## config.mk

```make
export PLATFORM = sky130hd
export DESIGN_NAME = vote_session_ctrl_flat
export DESIGN_NICKNAME = d
export VERILOG_FILES = /design/src/rtl/vote_session_ctrl_pkg.sv /design/src/rtl/vote_session_ctrl_if.sv /design/src/rtl/vote_session_ctrl_popcount.sv /design/src/rtl/vote_session_ctrl.sv /design/src/flat_wrapper.sv
export SDC_FILE = /design/constraint.sdc
export NUM_CORES = 1
export LEC_CHECK = 0
export ABC_CLOCK_PERIOD_IN_PS = 5600
export CAP_MARGIN = 0
export CORE_UTILIZATION = 53
export CTS_BUF_LIST = sky130_fd_sc_hd__clkbuf_8
export CTS_CLUSTER_SIZE = 28
export DETAILED_ROUTE_END_ITERATION = 8
export GPL_TIMING_DRIVEN = 0
export HOLD_SLACK_MARGIN = 0.12
export PLACE_DENSITY = 0.82
export SYNTH_ARGS = -nofsm -noshare
export SYNTH_HDL_FRONTEND = slang
export SYNTH_SLANG_ARGS = --single-unit
export TNS_END_PERCENT = 5
```

## constraint.sdc

```tcl
create_clock -name clk -period 5.6 [get_ports clk]
set_input_delay 0.84 -clock clk [delete_from_list [all_inputs] [get_ports clk]]
set_output_delay 0.84 -clock clk [all_outputs]
set_load 0.05 [all_outputs]
```

## src/rtl/vote_session_ctrl_pkg.sv

```systemverilog
// Shared types and width helpers for the voting-session blocks.
package vote_session_ctrl_pkg;

  typedef enum logic [1:0] {
    ST_IDLE    = 2'd0,
    ST_COLLECT = 2'd1,
    ST_DONE    = 2'd2
  } state_t;

  // Bit width needed to index n values, never less than one bit.
  function automatic int width_of(input int n);
    return (n > 1) ? $clog2(n) : 1;
  endfunction

endpackage

```

## src/rtl/vote_session_ctrl_if.sv

```systemverilog
// Session request, per-voter vote lanes and result handshake of one voting session.
interface vote_session_ctrl_if
  import vote_session_ctrl_pkg::*;
#(
  parameter int N = 5
);
  localparam int CW = width_of(N + 1);

  logic          start;
  logic [N-1:0]  vote_valid;
  logic [N-1:0]  vote_yes;
  logic          result_ack;
  logic          busy;
  logic [N-1:0]  voted;
  logic [CW-1:0] yes_count;
  logic          result_valid;
  logic          result;
  logic          timed_out;

  modport master (
    output start, vote_valid, vote_yes, result_ack,
    input  busy, voted, yes_count, result_valid, result, timed_out
  );

  modport slave (
    input  start, vote_valid, vote_yes, result_ack,
    output busy, voted, yes_count, result_valid, result, timed_out
  );
endinterface

```

## src/rtl/vote_session_ctrl_popcount.sv

```systemverilog
// Combinational count of set bits in an N-bit vector.
module vote_popcount
  import vote_session_ctrl_pkg::*;
#(
  parameter  int N  = 5,
  localparam int CW = width_of(N + 1)
) (
  input  logic [N-1:0]  vec,
  output logic [CW-1:0] count
);

  // NOTE: blocking '=' is correct here; each loop pass must see the previous partial sum.
  always_comb begin
    count = '0;
    for (int i = 0; i < N; i++) begin
      count = count + CW'(vec[i]);
    end
  end

endmodule

```

## src/rtl/vote_session_ctrl.sv

```systemverilog
// One majority-vote session: collect at most one vote per voter, decide early or on timeout,
// then hold the result until the consumer acknowledges it.
module vote_session_ctrl
  import vote_session_ctrl_pkg::*;
#(
  parameter  int N       = 5,
  parameter  int TIMEOUT = 16,
  localparam int CW      = width_of(N + 1),
  localparam int TW      = width_of(TIMEOUT)
) (
  input  logic              clk,
  input  logic              rst,
  vote_session_ctrl_if.slave bus
);

  state_t        state, state_d;
  logic [N-1:0]  voted_q, voted_d;
  logic [CW-1:0] yes_q, yes_d, no_q, no_d;
  logic [TW-1:0] timer_q, timer_d;
  logic          result_q, result_d;
  logic          timed_out_q, timed_out_d;

  logic [N-1:0]  accept;
  logic [CW-1:0] yes_add, no_add, yes_next, no_next;

  // A voter counts only once per session and only while collecting.
  assign accept   = (state == ST_COLLECT) ? (bus.vote_valid & ~voted_q) : '0;
  assign yes_next = yes_q + yes_add;
  assign no_next  = no_q + no_add;

  vote_popcount #(.N(N)) u_yes_pop (.vec(accept & bus.vote_yes),  .count(yes_add));
  vote_popcount #(.N(N)) u_no_pop  (.vec(accept & ~bus.vote_yes), .count(no_add));

  // NOTE: every output of this block gets a default first so no latch is inferred.
  always_comb begin
    state_d     = state;
    voted_d     = voted_q;
    yes_d       = yes_q;
    no_d        = no_q;
    timer_d     = timer_q;
    result_d    = result_q;
    timed_out_d = timed_out_q;
    unique case (state)
      ST_IDLE: begin
        if (bus.start) begin
          state_d     = ST_COLLECT;
          voted_d     = '0;
          yes_d       = '0;
          no_d        = '0;
          result_d    = 1'b0;
          timed_out_d = 1'b0;
          timer_d     = TW'(TIMEOUT - 1);
        end
      end
      ST_COLLECT: begin
        voted_d = voted_q | accept;
        yes_d   = yes_next;
        no_d    = no_next;
        // A decisive count beats the timer on its last cycle.
        if (yes_next > CW'(N / 2)) begin
          state_d  = ST_DONE;
          result_d = 1'b1;
        end else if (no_next >= CW'(N - N / 2)) begin
          state_d  = ST_DONE;
          result_d = 1'b0;
        end else if (timer_q == '0) begin
          state_d     = ST_DONE;
          result_d    = 1'b0;
          timed_out_d = 1'b1;
        end else begin
          timer_d = timer_q - TW'(1);
        end
      end
      ST_DONE: begin
        if (bus.result_ack) state_d = ST_IDLE;
      end
      default: state_d = ST_IDLE;
    endcase
  end

  // NOTE: sequential state uses non-blocking '<=' so all registers update from pre-edge values.
  always_ff @(posedge clk or posedge rst) begin
    if (rst) begin
      state       <= ST_IDLE;
      voted_q     <= '0;
      yes_q       <= '0;
      no_q        <= '0;
      timer_q     <= '0;
      result_q    <= 1'b0;
      timed_out_q <= 1'b0;
    end else begin
      state       <= state_d;
      voted_q     <= voted_d;
      yes_q       <= yes_d;
      no_q        <= no_d;
      timer_q     <= timer_d;
      result_q    <= result_d;
      timed_out_q <= timed_out_d;
    end
  end

  assign bus.busy         = (state != ST_IDLE);
  assign bus.result_valid = (state == ST_DONE);
  assign bus.voted        = voted_q;
  assign bus.yes_count    = yes_q;
  assign bus.result       = result_q;
  assign bus.timed_out    = timed_out_q;

endmodule

```

## src/flat_wrapper.sv

```systemverilog
// flat-port wrapper written by rule: the top's interface ports become plain ports
module vote_session_ctrl_flat import vote_session_ctrl_pkg::*;
#(
  parameter  int N       = 5,
  parameter  int TIMEOUT = 16,
  localparam int CW      = width_of(N + 1),
  localparam int TW      = width_of(TIMEOUT)
)
  (clk, rst, bus_start, bus_vote_valid, bus_vote_yes, bus_result_ack, bus_busy, bus_voted, bus_yes_count, bus_result_valid, bus_result, bus_timed_out);
  vote_session_ctrl_if #(.N(N)) bus_i ();
  input  logic clk;
  input  logic rst;
  input wire logic [$bits(bus_i.start)-1:0] bus_start;
  input wire logic [$bits(bus_i.vote_valid)-1:0] bus_vote_valid;
  input wire logic [$bits(bus_i.vote_yes)-1:0] bus_vote_yes;
  input wire logic [$bits(bus_i.result_ack)-1:0] bus_result_ack;
  output wire logic [$bits(bus_i.busy)-1:0] bus_busy;
  output wire logic [$bits(bus_i.voted)-1:0] bus_voted;
  output wire logic [$bits(bus_i.yes_count)-1:0] bus_yes_count;
  output wire logic [$bits(bus_i.result_valid)-1:0] bus_result_valid;
  output wire logic [$bits(bus_i.result)-1:0] bus_result;
  output wire logic [$bits(bus_i.timed_out)-1:0] bus_timed_out;
  assign bus_i.start = bus_start;
  assign bus_i.vote_valid = bus_vote_valid;
  assign bus_i.vote_yes = bus_vote_yes;
  assign bus_i.result_ack = bus_result_ack;
  assign bus_busy = bus_i.busy;
  assign bus_voted = bus_i.voted;
  assign bus_yes_count = bus_i.yes_count;
  assign bus_result_valid = bus_i.result_valid;
  assign bus_result = bus_i.result;
  assign bus_timed_out = bus_i.timed_out;
  vote_session_ctrl #(.N(N), .TIMEOUT(TIMEOUT)) u_core (.clk(clk), .rst(rst), .bus(bus_i));
endmodule
```

---- Word-level counts from Yosys, hierarchy flattened ----
Cells that the tools add are included.
cells by class
  add/subtract/negate cells ............... 11
  order comparisons ....................... 2
  eq/ne operators ......................... 9
  muxes and demuxes ....................... 26
  bitwise operators ....................... 6
  reduce and logical (&&, ||, !) cells .... 9
operators by type and width
  operator             count
  $mux 4               4
  $and 5x5->5          3
  $add 3x1->3          4
  $ne 2x2->1 const B   6
  $pmux 3 s2           2
  $mux 2               5
  $mux 5               2
  $not 5->5            2
  $pmux 5 s2           1
  $reduce_and 5->1     2
  $pmux 4 s2           1
  $mux 1               7
  $add 2x1->3          2
  $add 3x3->3          2
  $pmux 2 s3           1
  $reduce_and 3->1     2
  $or 5x5->5           1
  $add 1x1->2          2
  $logic_not 4->1      1
  $ne 4x4->1 const B   1
  $pmux 1 s2           2
  $reduce_bool 2->1    2
  $sub 4x1->4 const B  1
  $ge 3x2->1 const B   1
  other kinds (6)      6
storage, ports and cells
  flip-flop bits (word level) ............. 19
  bits of input ports ..................... 14
  output and inout port bits .............. 12
  logic and storage cells ................. 70

---- Longest topological paths before layout ----
  word-level depth ........................ 13
  depth in mapped cells ................... 15
  depth with buffers taken out ............ 13

---- Hierarchy ----
From an unflattened synthesis, not the netlist that was laid out.
unflattened totals
  cells, all modules ...................... 133
  area, all modules ....................... 1,232.4 um^2
modules (own cells, without submodules)
  module             instances  cells an instance  area an instance (um^2)  sequential area each (um^2)
  vote_session_ctrl  1          117                1,089.8                  475.5
  vote_popcount      2          8                  71.3                     0.0

---- Worst setup path after synthesis ----
No wires, ideal clock.
  path kind ............................... input-to-reg
  from .................................... in bus_vote_yes[0]
  to ...................................... reg u_core.state[1]
  setup time .............................. 0.121 ns
  arrival ................................. 4.039 ns
  required time ........................... 5.479 ns
  slack ................................... 1.440 ns
  stages .................................. 11
  buffers on the path ..................... 0
  cells stage by stage .................... or4b_2 fa_1 fa_1 inv_1 ha_1 inv_1 fa_1 inv_1 a2111oi_4 nand2_1 a22o_1
on the way
  word-level cells in the longest chain between the ends .. 11
  elaborated cells on any way between the ends .. 20
  classes of those cells .................. 10 x add/sub; 2 x order compare; 1 x eq/ne; 3 x mux; 3 x bitwise; 1 x reduce/logical
ends and longest elaborated chain
  element                    line                              source
  start, declared            flat_wrapper.sv:15                input wire logic [$bits(bus_i.vote_yes)-1:0] bus_vote_yes;
  $not 5->5                  vote_session_ctrl.sv:32           vote_popcount #(.N(N)) u_no_pop (.vec(accept & ~bus.vote_yes), .count(no_add));
  $and 5x5->5                vote_session_ctrl.sv:32
  $add 1x1->2                vote_session_ctrl_popcount.sv:16  count = count + CW'(vec[i]);
  $add 2x1->3                vote_session_ctrl_popcount.sv:16
  $add 3x1->3 (2 in series)  vote_session_ctrl_popcount.sv:16
  $add 3x3->3                vote_session_ctrl.sv:29           assign no_next = no_q + no_add;
  $ge 3x2->1                 vote_session_ctrl.sv:63           end else if (no_next >= CW'(N - N / 2)) begin
  $mux 2                     vote_session_ctrl.sv:63
  $mux 2                     vote_session_ctrl.sv:60           if (yes_next > CW'(N / 2)) begin
  $pmux 2 s3                 vote_session_ctrl.sv:43           unique case (state)
  end signal, assigned       vote_session_ctrl.sv:92           state <= state_d;
  end, declared              vote_session_ctrl.sv:16           state_t state, state_d;
Several ways; a longest one is shown, not always the timed one.
A chain may end at the register's enable or synchronous reset.

---- Worst setup path in the final report ----
  from .................................... in bus_vote_valid[0]
  to ...................................... reg u_core.state[1]
on the way
  word-level cells in the longest chain between the ends .. 12
  elaborated cells on any way between the ends .. 21
  classes of those cells .................. 10 x add/sub; 2 x order compare; 1 x eq/ne; 4 x mux; 3 x bitwise; 1 x reduce/logical
ends and longest elaborated chain
  element                    line                              source
  start, declared            flat_wrapper.sv:14                input wire logic [$bits(bus_i.vote_valid)-1:0] bus_vote_valid;
  $and 5x5->5 (*)            vote_session_ctrl.sv:27           assign accept = (state == ST_COLLECT) ? (bus.vote_valid & ~voted_q) : '0;
  $mux 5 (*)                 vote_session_ctrl.sv:27
  $and 5x5->5                vote_session_ctrl.sv:32
  $add 1x1->2                vote_session_ctrl_popcount.sv:16
  $add 2x1->3                vote_session_ctrl_popcount.sv:16
  $add 3x1->3 (2 in series)  vote_session_ctrl_popcount.sv:16
  $add 3x3->3                vote_session_ctrl.sv:29
  $ge 3x2->1                 vote_session_ctrl.sv:63
  $mux 2                     vote_session_ctrl.sv:63
  $mux 2                     vote_session_ctrl.sv:60
  $pmux 2 s3                 vote_session_ctrl.sv:43
Mark *: on every way between the ends. The rest lies on a longest branch, timed or not.

==> metrics.md <==
| Metric | Value |
|---|---|
| Final setup violation count | `0` |
| Ys async rst share | `100.0%` |
| Worst Setup Start Kind | `input pin` |
| # Post-CTS Setup Buffers | `0` |
| Finished Cell Area | `approximately 0.0017 mm2` |
| CP arrival | `around 4.9 ns` |
| Crit share post-route | `a little over four fifths` |
| Diode count | `0` |
| Cts hold-fix bufs | `0` |
| Pwr/cell area | `approximately 580 mW/mm2` |
| CP delay by family, top | `adder cells` |
| CTS Buffer Depth | `2` |
| # port buffers | `25` |
| Core Area | `~0.0023 mm2` |
| Residual DRC | `0` |
| # clock sinks | `19` |
| Syn Nets | `between 150 and 200` |
| Syn avg cell area | `9.626 um2` |
| Status | `finished, final reports clean` |
| All-Layer GR Usage | `a little over a quarter` |
| Initial antenna violation count | `0` |
| Most used DFF post-synth | `dfrtp_1` |
| Seq cells post-synth | `19` |
| Final Non-Filler Cells | `194` |
| Die width | `51.88 um` |
| Grt ovf | `0` |
| Crit-path cells | `clkdlybuf4s50_1, or4b_2, fa_1, fa_1, inv_1, ha_1, inv_1, fa_1, xnor3_1, a2111oi_4, nand2_1, a22o_1` |
| Max Clk Rate | `around 210 MHz` |
| Min-Delay Path Class | `reg2reg` |
| Routability cong. | `slightly below 0.8` |
| Clock-pin slew on the worst setup and hold paths | `~0.070 ns` |
| Via-to-Cell Ratio | `approximately 5.7` |
| Tightest Pin Transition | `around 0.76 ns` |
| DIE AREA | `~0.0027 mm2` |
| Dpl cell area | `between 0.0015 and 0.002 mm2` |
| Site Rows | `17` |
| CP Max Fanout | `10` |
| Fillcell total | `160` |
| Crit path buf inv count | `3` |
| Largest net degree at the start of global routing | `20` |
| Most Frequent Cell on Critical Path | `fa_1` |
| Avg WL per Cell | `about 16 um` |
| Routed WL | `around 3000 um` |
| Height of the chip | `just over 50 um` |
| Crit Path Class | `in2reg` |
| Initial Utilization | `about 58%` |
| Register area | `around 480 um2` |
| Normalized max-slew margin | `about half` |
| First-pass GRT wire length | `5244 um` |
| Cells after Synth | `between 100 and 150` |
| Area delta synth->final | `25.14%` |
| Routed vias | `between 1000 and 1500` |
| # placed instances | `190` |
| CP Data Required Time | `roughly 5.8 ns` |
| Post-synth top area share | `about 36%` |
| VDD IR max | `about 470 uV` |
| LEAKAGE | `approximately 0.00073 uW` |
| Max cap viols | `0` |
| Final-stage net count | `193` |
| Antenna-violating nets left | `0` |
| Worst path max stage delay | `0.63 ns` |
| Worst clock skew | `between 0.002 and 0.0025 ns` |
| Largest area contributor in the synthesized netlist | `dfrtp_1` |
| Root buffer cell | `clkbuf_8` |
| Library cells used by synthesis | `36` |
| Slew Viols, Final | `0` |
| I/O pins | `26` |
| Post-synth top cells | `dfrtp_1 (19), inv_1 (16), a21oi_1 (14)` |
| Register area share after synthesis | `a little over a third` |
| Vias in the first global route | `about 1200` |
| Fraction of layout cells with a size suffix above 1 | `a little under a tenth` |
| Post-synth EDFFs | `0` |
| Final setup TNS | `0 ns` |
| RSZ-0062 raised after global routing | `false` |
| Clock Latency Late Sink | `between 0.2 and 0.3 ns` |
| TritonRoute pass-1 iters | `4` |
| Slowest-stage cell, CP | `or4b_2` |
| Yosys warnings | `0` |
| Post-Syn Area | `0.001319 mm2` |
| Final-report hold violation count | `0` |
| H-tree levels | `1` |
| Synth area leaders | `dfrtp_1 (36%), fa_1 (9.1%), ha_1 (5.7%), a21oi_1 (5.3%), inv_1 (4.6%)` |
| Most numerous cell in the Yosys netlist | `dfrtp_1` |
| Post-CTS sizing | `0` |
| Final Power | `between 900 and 1000 uW` |
| Critical Path End Type | `flip-flop` |
| Area of the multi-input gates | `roughly 760 um2` |
| Initial DRC count | `19` |
| Tmin final | `4.717 ns` |
| Num CTS Buffers | `3` |
| HPWL Detailed | `roughly 2400 um` |
| CTS tree | `built` |
[stage by stage]
stage	util (%)	setup WS, ns	hold slack (ns)
2_1_floorplan	-	1.440	0.4563
6_report	72.51	0.8833	0.5128
3_5_place_dp	70.48	0.6045	0.4912
5_1_grt	72.51	0.5599	0.5582
3_3_place_gp	70.48	0.7227	0.4739
4_1_cts	72.51	0.8742	0.5081
[cells in the final DEF (no fill, tap or decap), drive strengths merged, types with 2 or more instances in the layout]
| cell type | synthesis | layout |
|---|---|---|
| nor3 | 4 | 4 |
| clkdlybuf4s50 | 0 | 25 |
| a211oi | 2 | 2 |
| xor2 | 2 | 2 |
| nor4b | 2 | 2 |
| nand2b | 2 | 2 |
| ha | 6 | 6 |
| a21o | 2 | 2 |
| or4b | 4 | 4 |
| fa | 6 | 6 |
| clkinv | 1 | 2 |
| a311oi | 2 | 2 |
| clkbuf | 5 | 8 |
| a221oi | 2 | 2 |
| xnor3 | 2 | 2 |
| nand2 | 9 | 9 |
| o21ai | 6 | 6 |
| nand4b | 4 | 4 |
| inv | 16 | 16 |
| and2 | 2 | 2 |
| a21oi | 14 | 14 |
| nor2 | 13 | 13 |
| a22o | 3 | 3 |
| dfrtp | 19 | 19 |
[layer usage]
layer	GRT usage (%)	up-vias	share of wire [%]
li1	-	537	-
met1	35.93	532	47
met2	44.44	31	46
met3	4.971	6	4.5
met4	9.009	0	1.8
met5	0	-	0
[flip-flops by register name, summed over array words and instances (netlist names)]
| name | flops |
|---|---|
| u_core.bus.voted | 5 |
| u_core.timer_q | 4 |
| u_core.bus.yes_count | 3 |
| u_core.no_q | 3 |
| u_core.state | 2 |
| u_core.bus.result | 1 |
| u_core.bus.timed_out | 1 |
[tightest hold or removal path, cell delays in order, from the launching register on]
cell     delay (ns)
dfrtp_1        0.36
nand2_1        0.05
o21ai_0        0.07
[cell type report]
class                           count  share of cell area, %
Buffer                              5                  1.137
Clock buffer                        3                  2.502
Clock inverter                      1                 0.3033
Inverter                           17                  3.867
Multi-Input combinational cell     96                  46.10
Sequential cell                    19                  28.81
Tap cell                           28                  2.123
Timing Repair Buffer               25                  15.16
[where the power goes]
group          internal, uW  switching [uW]
Sequential              192            47.3
Clock                  49.6            50.0
Combinational           234             383
Total                   476             481
[final timing paths]
| path | startpoint | to | slack [ns] | depth (start not counted) |
|---|---|---|---|---|
| setup / recovery | bus_vote_valid[0] | u_core.state[1] | 0.88 | 12 |
| hold / removal | u_core.no_q[1] | u_core.no_q[1] | 0.51 | 2 |
| setup reg to reg | u_core.state[0] | u_core.state[1] | 0.90 | 15 |
| hold reg to reg | u_core.no_q[1] | u_core.no_q[1] | 0.51 | 2 |
| max in group asynchronous | rst | u_core.state[1] | 4.12 | 2 |
| min in group asynchronous | rst | u_core.bus.yes_count[0] | 1.01 | 2 |
[cell families (layout without fill, tap and decap cells)]
group	Yosys count	after routing	share of synthesized area [%]
AOI/OAI and AO/OA	33	33	17.36
buffers and inverters	22	51	6.262
adders and majority gates	12	12	14.80
DFF	19	19	36.05
xor gates and xnor gates	4	4	4.744
and+or+nand+nor	47	47	20.78
Note: power is estimated with default switching activity, not from simulation.
